$ cat config.mk
export PLATFORM = sky130hd
export DESIGN_NAME = train_event_log
export DESIGN_NICKNAME = d
export VERILOG_FILES = /design/src/rtl/train_pkg.sv /design/src/rtl/evlog_fifo.sv /design/src/rtl/train_event_log.sv
export SDC_FILE = /design/constraint.sdc
export NUM_CORES = 1
export LEC_CHECK = 0
export BUFFER_PORTS_ARGS = -buffer_cell sky130_fd_sc_hd__buf_2
export CORE_ASPECT_RATIO = 0.7
export CORE_MARGIN = 2
export CORE_UTILIZATION = 45
export CTS_BUF_LIST = sky130_fd_sc_hd__clkbuf_8 sky130_fd_sc_hd__clkbuf_16
export DETAILED_ROUTE_END_ITERATION = 7
export PLACE_DENSITY = 0.76
export SLEW_MARGIN = 0
export SYNTH_ARGS = -nofsm -noshare
export SYNTH_HDL_FRONTEND = slang
export SYNTH_HIERARCHICAL = 1
export SYNTH_SLANG_ARGS = --single-unit
$ cat constraint.sdc
create_clock -name clk -period 7.4 [get_ports clk]
set_input_delay 1.11 -clock clk [delete_from_list [all_inputs] [get_ports clk]]
set_output_delay 1.11 -clock clk [all_outputs]
set_load 0.1 [all_outputs]
$ cat src/rtl/train_pkg.sv
// Shared train definitions: event codes and the fault classifier used by the event log.
package train_pkg;

    localparam logic [3:0] EV_GOTOWORK    = 4'b0000;
    localparam logic [3:0] EV_STOPWORK    = 4'b0001;
    localparam logic [3:0] EV_GOTOST      = 4'b0010;
    localparam logic [3:0] EV_WAIT        = 4'b0011;
    localparam logic [3:0] EV_DRSOPEN     = 4'b0100;
    localparam logic [3:0] EV_DRSCNTOPEN  = 4'b0101;
    localparam logic [3:0] EV_DRSCLOSE    = 4'b0110;
    localparam logic [3:0] EV_DRSCNTCLOSE = 4'b0111;
    localparam logic [3:0] EV_SMTHWRONG   = 4'b1000;

    // A code is a fault when the controller reports it could not complete a door
    // operation or flags a generic malfunction.
    function automatic logic is_fault(input logic [3:0] code);
        logic result;
        case (code)
            EV_SMTHWRONG,
            EV_DRSCNTOPEN,
            EV_DRSCNTCLOSE: result = 1'b1;
            default:        result = 1'b0;
        endcase
        return result;
    endfunction

endpackage

$ cat src/rtl/evlog_fifo.sv
// Show-ahead FIFO for the event log. Pointers carry one extra wrap bit so
// full and empty can be told apart without a separate counter.
module evlog_fifo #(
    parameter int WIDTH = 4,
    parameter int DEPTH = 8
) (
    input  logic                     clk,
    input  logic                     reset,
    input  logic                     push,
    input  logic                     pop,
    input  logic [WIDTH-1:0]         wdata,
    output logic [WIDTH-1:0]         rdata,
    output logic                     full,
    output logic                     empty,
    output logic [$clog2(DEPTH):0]   level
);

    localparam int AW = $clog2(DEPTH);
    localparam logic [AW:0] PTR_ONE = {{AW{1'b0}}, 1'b1};

    logic [AW:0]       wr_ptr_r;
    logic [AW:0]       rd_ptr_r;
    logic [WIDTH-1:0]  mem_r [DEPTH];
    logic              wr_en_s;
    logic              rd_en_s;

    assign empty   = (wr_ptr_r == rd_ptr_r);
    assign full    = (wr_ptr_r[AW] != rd_ptr_r[AW]) &&
                     (wr_ptr_r[AW-1:0] == rd_ptr_r[AW-1:0]);
    assign level   = wr_ptr_r - rd_ptr_r;
    assign rd_en_s = pop & ~empty;
    // A simultaneous pop frees the slot, so a full FIFO may still accept the push.
    assign wr_en_s = push & (~full | rd_en_s);
    // Head entry is presented combinationally; zero when nothing is stored.
    assign rdata   = empty ? {WIDTH{1'b0}} : mem_r[rd_ptr_r[AW-1:0]];

    // Pointer registers: advance on accepted push/pop, cleared by reset.
    always_ff @(posedge clk or negedge reset) begin
        if (!reset) begin
            wr_ptr_r <= {(AW+1){1'b0}};
            rd_ptr_r <= {(AW+1){1'b0}};
        end else begin
            if (wr_en_s) begin
                wr_ptr_r <= wr_ptr_r + PTR_ONE;
            end
            if (rd_en_s) begin
                rd_ptr_r <= rd_ptr_r + PTR_ONE;
            end
        end
    end

    // Storage array: written only on an accepted push; contents need no reset.
    always_ff @(posedge clk) begin
        if (wr_en_s) begin
            mem_r[wr_ptr_r[AW-1:0]] <= wdata;
        end
    end

endmodule

$ cat src/rtl/train_event_log.sv
// Event logger for the train controller: logs every change of evnt_in into a
// show-ahead FIFO and raises alarm after FAULT_LIMIT consecutive fault codes.
// Optional macro TRAIN_EVLOG_TS_EN adds a free-running timestamp to each entry;
// without it out_ts is tied to 0.
module train_event_log
    import train_pkg::*;
#(
    parameter int DEPTH       = 8,
    parameter int TS_W        = 16,
    parameter int FAULT_LIMIT = 3
) (
    input  logic                    clk,
    input  logic                    reset,
    input  logic [3:0]              evnt_in,
    output logic                    out_valid,
    input  logic                    out_ready,
    output logic [3:0]              out_code,
    output logic [TS_W-1:0]         out_ts,
    output logic [$clog2(DEPTH):0]  level,
    output logic                    overflow,
    output logic                    alarm
);

`ifdef TRAIN_EVLOG_TS_EN
    localparam int EW = 4 + TS_W;
`else
    localparam int EW = 4;
`endif
    localparam logic [3:0] LIMIT = 4'(FAULT_LIMIT);

    logic [3:0]     prev_r;
    logic [3:0]     fault_cnt_r;
    logic [3:0]     fault_nxt_s;
    logic           overflow_r;
    logic           alarm_r;
    logic           push_s;
    logic           pop_s;
    logic           full_s;
    logic           empty_s;
    logic [EW-1:0]  wdata_s;
    logic [EW-1:0]  rdata_s;

    assign push_s    = (evnt_in != prev_r);
    assign out_valid = ~empty_s;
    assign pop_s     = out_valid & out_ready;
    assign overflow  = overflow_r;
    assign alarm     = alarm_r;

`ifdef TRAIN_EVLOG_TS_EN
    localparam logic [TS_W-1:0] TS_ONE = {{(TS_W-1){1'b0}}, 1'b1};
    logic [TS_W-1:0] ts_r;

    // Free-running timestamp; wraps silently. Entries capture the pre-edge value.
    always_ff @(posedge clk or negedge reset) begin
        if (!reset) begin
            ts_r <= {TS_W{1'b0}};
        end else begin
            ts_r <= ts_r + TS_ONE;
        end
    end

    assign wdata_s  = {evnt_in, ts_r};
    assign out_code = rdata_s[EW-1 -: 4];
    assign out_ts   = rdata_s[TS_W-1:0];
`else
    assign wdata_s  = evnt_in;
    assign out_code = rdata_s;
    assign out_ts   = {TS_W{1'b0}};
`endif

    evlog_fifo #(
        .WIDTH (EW),
        .DEPTH (DEPTH)
    ) u_fifo (
        .clk   (clk),
        .reset (reset),
        .push  (push_s),
        .pop   (pop_s),
        .wdata (wdata_s),
        .rdata (rdata_s),
        .full  (full_s),
        .empty (empty_s),
        .level (level)
    );

    // Next consecutive-fault count: saturating increment on a pushed fault, clear on any other pushed code.
    always_comb begin
        fault_nxt_s = fault_cnt_r;
        if (push_s) begin
            if (is_fault(evnt_in)) begin
                if (fault_cnt_r < LIMIT) begin
                    fault_nxt_s = fault_cnt_r + 4'd1;
                end else begin
                    fault_nxt_s = fault_cnt_r;
                end
            end else begin
                fault_nxt_s = 4'd0;
            end
        end else begin
            fault_nxt_s = fault_cnt_r;
        end
    end

    // Change-detect history, fault count, sticky overflow and alarm state.
    always_ff @(posedge clk or negedge reset) begin
        if (!reset) begin
            prev_r      <= 4'b1111;
            fault_cnt_r <= 4'd0;
            overflow_r  <= 1'b0;
            alarm_r     <= 1'b0;
        end else begin
            prev_r      <= evnt_in;
            fault_cnt_r <= fault_nxt_s;
            if (push_s && full_s && !pop_s) begin
                overflow_r <= 1'b1;
            end
            if (push_s && (evnt_in == EV_GOTOWORK)) begin
                alarm_r <= 1'b0;
            end else if (push_s && (fault_nxt_s == LIMIT)) begin
                alarm_r <= 1'b1;
            end
        end
    end

endmodule

After elaboration in Yosys (flattened, before gate mapping)
Memories as Yosys holds them, arrays and structs flattened.
Cells that the tools add are included.
- logic and storage cells: 45
- register bits: 18
- memories kept: 1
- RAM bits: 32
- memories (name ; depth ; bits a word ; rd ports ; clocked after Yosys merged registers in ; write ports ; RTL line ; source):
    u_fifo.mem_r ; 8 ; 4 ; 1 ; 0 ; 1 ; evlog_fifo.sv:23 ; logic [WIDTH-1:0] mem_r [DEPTH];
- bitwise gates (word level): 6
- multiplexer cells: 10
- eq/ne operators: 8
- add/sub/neg operators: 4
- reductions and logical operators: 9
- magnitude comparators: 1
- operators by type and width (kind ; count):
    two-way mux 4 bit ; 4
    adder 4 x 1 -> 4 bit, second input constant ; 3
    == test 4 x 3 -> 1 bit, second input constant ; 2
    two-way mux 1 bit ; 6
    logical AND 1 bit ; 5
    == test 4 x 2 -> 1 bit, second input constant ; 1
    == test 4 bit ; 1
    == test 4 bit, second input constant ; 1
    logical NOT 4 bit ; 1
    < comparator 4 x 2 -> 1 bit, second input constant ; 1
    inequality test 4 bit ; 1
    subtractor 4 bit ; 1
    bitwise AND 1 bit ; 3
    == test 3 bit ; 1
    OR reduction 3 bit ; 1
    inverter 1 bit ; 2
    nonzero test 2 bit ; 1
    logical NOT 1 bit ; 1
    inequality test 1 bit ; 1
    OR 1 bit ; 1

Logic depth before layout (Yosys ltp)
Gate-level depths: netlist of run 1.
- depth in word-level cells: 10
- gate-level depth with buffers: 8
- mapped depth without buffers: 8

By module
The synthesis of run 1 kept the hierarchy.
- by module, submodules not included (module ; instances ; area each (um2) ; cells each):
    evlog_fifo ; 1 ; 1815.5 ; 125
    train_event_log ; 1 ; 638.1 ; 56

Worst setup path after synthesis of run 1
OpenSTA, ideal clock, no wires.
- path kind: reg2out
- start point: reg u_fifo.wr_ptr_r[2]
- end point: out out_code[0]
- setup slack: 3185 ps
- path buffers: 0
- stages on the path, launching flop included: 5
- arrival time: 3105 ps
- cells stage by stage: dfrtp_1 ha_1 nand4_1 inv_2 nor3_1
- word-level cells in the longest chain between the ends: 2
- RTL lines (element ; RTL line ; source):
    from (decl) ; evlog_fifo.sv:21 ; logic [AW:0] wr_ptr_r;
    from (signal assigned) ; evlog_fifo.sv:40 ; wr_ptr_r <= {(AW+1){1'b0}};
    from (signal assigned) ; evlog_fifo.sv:44 ; wr_ptr_r <= wr_ptr_r + PTR_ONE;
    == test 4 bit ; evlog_fifo.sv:27 ; assign empty = (wr_ptr_r == rd_ptr_r);
    named net empty_s ; train_event_log.sv:39 ; logic empty_s;
    two-way mux 4 bit ; evlog_fifo.sv:35 ; assign rdata = empty ? {WIDTH{1'b0}} : mem_r[rd_ptr_r[AW-1:0]];
    to (decl) ; train_event_log.sv:17 ; output logic [3:0] out_code,
The timed path passes the listed nets, and every way through them passes these cells.

Final worst setup path of run 1
- start point: reg u_fifo.rd_ptr_r[0]
- end point: out out_code[0]
- word-level cells in the longest chain between the ends: 2
- elaborated cells on any way between the ends: 3
- those cells by class: 1 x eq/ne; 1 x mux; 1 x memory
- RTL lines (element ; RTL line ; source):
    from (decl) ; evlog_fifo.sv:22 ; logic [AW:0] rd_ptr_r;
    from (signal assigned) ; evlog_fifo.sv:41 ; rd_ptr_r <= {(AW+1){1'b0}};
    from (signal assigned) ; evlog_fifo.sv:47 ; rd_ptr_r <= rd_ptr_r + PTR_ONE;
    == test 4 bit ; evlog_fifo.sv:27 ;
    named net empty_s ; train_event_log.sv:39 ;
    two-way mux 4 bit ; evlog_fifo.sv:35 ;
The timed path passes the listed nets, and every way through them passes these cells.

==> flow_summary.ini, run 1 <==
[outcome]
status = completed

[placed_design]
dp_hpwl_um = 2995
place_inst = 267
place_congestion = 0.7980
io_buffers = 17

[final_layout]
area_delta_synth_final_pct = 9.638
diodes = 0
layoutNonFillerInstCount = 275
drive_above_1_share_pct = 26.60
fill_cells = 466
seq_area_um2 = 1416
multi_input_area_um2 = 927.1
final_nets = 216

[detailed_routing]
num_vias = 1385
post_drt_wl_per_cell_um = 14.95
avgViaCountPerCell = 5.036
wl_um = 4111
drc = 0
drtAntennaViolNets = 0
drt_pass1_iterations = 4
drtIter0Drc = 96

[floorplan]
rows = 22
fp.dieArea_um2 = 6069
initial_utilization_pct = 46.67
coreArea_um2 = 5258
dieHeight_um = 65.78
io_pins = 34
die_x_um = 92.26

[logic_synthesis]
syn_inst = 181
synth_area_leaders = edfxtp_1 39%, dfrtp_1 14%, buf_4 5.2%
synth.avg_cell_area_um2 = 13.56
ys_async_sr_fraction_pct = 36.00
ys_seq_elements = 50
synth_edf_count = 32
yosysTopAreaCell = edfxtp_1
ys_warn_count = 6
ys_seq_area_share_pct = 57.73
synth_top_area_share_pct = 39.16
synth-main-ff-cell = edfxtp_1
netlist_area_um2 = 2454
synth_commonest_cells = 32 x edfxtp_1, 17 x buf_4, 14 x dfrtp_1, 11 x nor3_1, 9 x mux2_2
ys_types = 45
yosysMostFrequentCell = edfxtp_1

[sta]
rsz0062_at_grt = no
relSlewSlack_pct = 40.60
setup_viol = 0
max_slew.worst_pin.slew_ps = 891.1
max_freq_mhz = 271.2
fin_crit_sh_pct = 49.83
drv_slew = 0
fin_tns_setup_ps = 0
skew_ps = 7.146
final-hold-violation-count = 0
fin_crit_ps = 3688

[clock_tree]
hold_buffers = 0
clk_latency_ps = 300
cts-root-buf = clkbuf_8
cts_buffers = 5
clkTransAtPathRegs_ps = 90
clockBufferDepth = 2
cts.htree.levels = 2
cts_tree = built
cts_sinks = 50
post_cts_resized = 0
cts_setup_buffers = 0

[setup_path]
setup.worst_path.class = register to primary output
start_kind = register
critical_path_peak_fanout = 20
arrival_ps = 2580
worst_ep_required_time_ps = 6290
end_kind = primary output

[global_routing]
grt_start_max_net_pins = 21
grt_pass1_wl_um = 6534
grt_pass1_vias = 1275
antenna_found_initial = 0
grt_use_total_pct = 14.63
gr-total-overflow = 0

[flow_run]
cap_viol_max_count = 0

[min_path]
hold_path.class = register to register
per-layer routing:
metal  share of wire, %  wire length (µm)  global-route usage [%]
met5                  0                 0                       0
met4                1.3                53                   5.037
met3                4.7               194                   3.763
met2                 42              1726                   18.84
met1                 52              2137                   23.35
flip-flops by register name, summed over array words and instances, names as in the netlist:
name,count
alarm,1
fault_cnt_r,4
overflow,1
prev_r,4
u_fifo/mem_r,32
u_fifo/rd_ptr_r,4
u_fifo/wr_ptr_r,4
per-stage QoR:
step                      setup slack [ps]  utilization [%]  hold WS [ps]  area, µm²
after floorplan                       3185                -         486.3       2510
after global placement                4115            48.55         441.4       2552
after detailed placement              4053            48.55         447.7       2552
after CTS                             3712            51.17         468.6       2690
after global routing                  3554            51.17         511.1       2690
final                                 3712            51.17         466.0       2690
worst paths after layout:
path / start / endpoint / slack (ps) / cells after the start
min: overflow$_DFFE_PN0P_ / overflow$_DFFE_PN0P_ / 470 / 1
max in group asynchronous: reset / prev_r[1]$_DFF_PN1_ / 6340 / 1
max reg2reg: u_fifo/rd_ptr_r[0]$_DFFE_PN0P_ / u_fifo/mem_r[1][1]$_DFFE_PP_ / 4080 / 6
max: u_fifo/rd_ptr_r[0]$_DFFE_PN0P_ / out_code[0] / 3710 / 5
min in group asynchronous: reset / u_fifo/rd_ptr_r[3]$_DFFE_PN0P_ / 720 / 1
min reg2reg: overflow$_DFFE_PN0P_ / overflow$_DFFE_PN0P_ / 470 / 1
logic make-up (layout without fill, tap and decap cells):
logic type               after synthesis  count (layout)  share of synthesized area, %
AO/OA/AOI/OAI                         19              19                         6.527
XOR/XNOR                              13              13                         5.864
adder cells (fa/ha/maj)                7               7                         3.876
buffers and inverters                 27              34                         6.782
flip-flops                            50              50                         57.73
multiplexers                          19              19                         8.465
other                                  1              16                        0.1528
AND/OR/NAND/NOR                       45              45                         10.61
critical path, stage by stage (launching register included):
cell	delay, ps
dfrtp_1	930
ha_1	410
nand4_1	180
inv_2	100
nor3_1	190
buf_2	450
placed cells by master (no fill, tap or decap), types with 2 or more instances in the layout:
master and n:
nor2_1 6, conb_1 16, dfstp_2 4, nand3_1 7
mux2i_1 8, and2_1 2, buf_2 17, nor2b_1 2
ha_1 6, edfxtp_1 32, mux2_2 9, o22ai_1 4
nand2_1 6, inv_1 8, xnor2_1 7, nor3_1 11
xor2_1 2, dfrtp_1 14, nor4_1 2, clkbuf_8 6
xnor2_2 4, a22o_1 5
final cells by class:
class                      instances  area share (%)
tap                               72           3.349
timing repair buffer              17           3.163
clock buffer                       7           4.000
inverter                           9           1.256
multi-input combinational        119           34.47
sequential                        50           52.65
clock inverter                     1           1.116
Power of run 1 is not shown: default switching activity piles up to over one toggle a cycle in this logic, so the estimate is an artifact.
==> run 2: changes to the inputs <==
--- a/config.mk
+++ b/config.mk
@@ -11,7 +11,7 @@
 export CORE_UTILIZATION = 45
 export CTS_BUF_LIST = sky130_fd_sc_hd__clkbuf_8 sky130_fd_sc_hd__clkbuf_16
 export DETAILED_ROUTE_END_ITERATION = 7
-export PLACE_DENSITY = 0.76
+export PLACE_DENSITY = 0.78
 export SLEW_MARGIN = 0
 export SYNTH_ARGS = -nofsm -noshare
 export SYNTH_HDL_FRONTEND = slang
==> constraint.sdc (replaced) <==
create_clock -name clk -period 3.1 [get_ports clk]
set_input_delay 0.465 -clock clk [delete_from_list [all_inputs] [get_ports clk]]
set_output_delay 0.465 -clock clk [all_outputs]
set_load 0.1 [all_outputs]
==> run 2 against run 1 <==
  * Non-clock buffer count rose by 3
  * Design area is 0.84% higher
  * Sequential share of layout area is 0.44 points lower
  * Cell count is 1.1% higher
  * Flip-flop and latch count stayed put
  * Clock-buffer cell count stayed put
  * First-iteration DRC count up 28%
  * Critical path depth increased by 1
  * Hold slack worse by 380 ps
  * Die area unchanged
  * Via count up 3.6%
  * Critical path type unchanged
  * Highest routed layer unchanged
==> flow_summary.ini, run 2 (synthesis results as in run 1) <==
[clock_tree]
hold_buffers = 0
cts_setup_buffers = 0
cts-root-buf = clkbuf_8
cts_sinks = 50
clockBufferDepth = 2
post_cts_resized = 0
clkTransAtPathRegs_ps = 90
cts.htree.levels = 2
cts_buffers = 5
cts_tree = built
clk_latency_ps = 290

[placed_design]
io_buffers = 17
place_inst = 270
preCtsSetupSlack_ps = 651.8
place_congestion = 0.7904
dp_hpwl_um = 3178

[detailed_routing]
avgViaCountPerCell = 5.162
drt_pass1_iterations = 4
post_drt_wl_per_cell_um = 15.56
drtIter0Drc = 123
wl_um = 4327
num_vias = 1435
drc = 0
drtAntennaViolNets = 0

[final_layout]
layoutNonFillerInstCount = 278
area_delta_synth_final_pct = 10.56
final_common_cell = edfxtp_1
diodes = 0
final_nets = 219
largest_reg_flops = 32
layout_common_cells = 32 x edfxtp_1, 17 x buf_2, 16 x conb_1
drive_above_1_share_pct = 27.67

[sta]
rsz0062_at_grt = no
timing.hold.ws_ps = 86.55
relSlewSlack_pct = 39.26
fin_crit_ps = 2638
setup_viol = 0
max_slew.worst_pin.slew_ps = 902.8
drv_slew = 0
max_freq_mhz = 379.1
fin_ws_ps = 462.0
skew_ps = 8.899
final-hold-violation-count = 0
fin_crit_sh_pct = 85.10

[setup_path]
r2r_cells = 7
start_kind = register
r2r_setup_slack_ps = 590
r2r_end = u_fifo/mem_r[1][1]$_DFFE_PP_
arrival_ps = 2170
critical_path_peak_fanout = 7
setup.worst_path.class = register to primary output
worst_ep_required_time_ps = 2630
timing.critical_path.from = u_fifo/wr_ptr_r[0]$_DFFE_PN0P_
end_kind = primary output
rr_startpoint = u_fifo/wr_ptr_r[0]$_DFFE_PN0P_

[outcome]
status = completed

[global_routing]
grt_pass1_vias = 1395
grt_start_max_net_pins = 20
antenna_found_initial = 0
grt_use_total_pct = 15.56
grt_pass1_wl_um = 6989
gr-total-overflow = 0

[floorplan]
initial_utilization_pct = 46.67
dieHeight_um = 65.78
die_x_um = 92.26
io_pins = 34
rows = 22
coreArea_um2 = 5258
fp.dieArea_um2 = 6069

[min_path]
hold_path.class = input port to asynchronous set/reset pin

[flow_run]
cap_viol_max_count = 0
-- run 2: cell count changes in the layout (fill, tap and decap cells not counted) --
cell	change
buf_4	+3
-- run 2: stage by stage --
step                      utilization [%]  area (µm²)  TNS [ps]
final                               51.59        2713         0
after global routing                51.59        2713         0
after CTS                           51.59        2713         0
after detailed placement            48.98        2575         0
after global placement              48.98        2575         0
after floorplan                         -        2510     -1879
-- run 2: how the worst max path moves through the flow --
stage,cells past startpoint,endpoint,slack (ps)
2_1_floorplan,4,out_code[0],-470
3_3_place_gp,8,u_fifo/mem_r[5][2]$_DFFE_PP_,760
3_5_place_dp,7,u_fifo/mem_r[1][1]$_DFFE_PP_,650
4_1_cts,6,out_code[2],440
5_1_grt,6,out_code[2],310
6_report,6,out_code[2],460
-- run 2: routing by layer --
layer  vias up  share of wire (%)  track usage (%)
met5         -                  0                0
met3         2                6.9            3.877
li1        675                  -                -
met1       697                 49            22.74
met4         0               0.37            4.104
met2        61                 44            23.35
-- run 2: critical path: stages (launching register included) --
cell and delay, ps:
dfrtp_1 430, inv_1 100, ha_1 340, nand4_1 160, inv_2 100, nor3_1 260
buf_2 480
-- run 2: area by class of cell --
type	count	area, µm²
clock buffer	7	107.6
clock inverter	1	30.03
inverter	9	33.78
tap	72	90.09
timing repair buffer	20	107.6
multi-input combinational	119	927.1
sequential	50	1416
fill	451	2545
Power of run 2 is left out for the same reason.
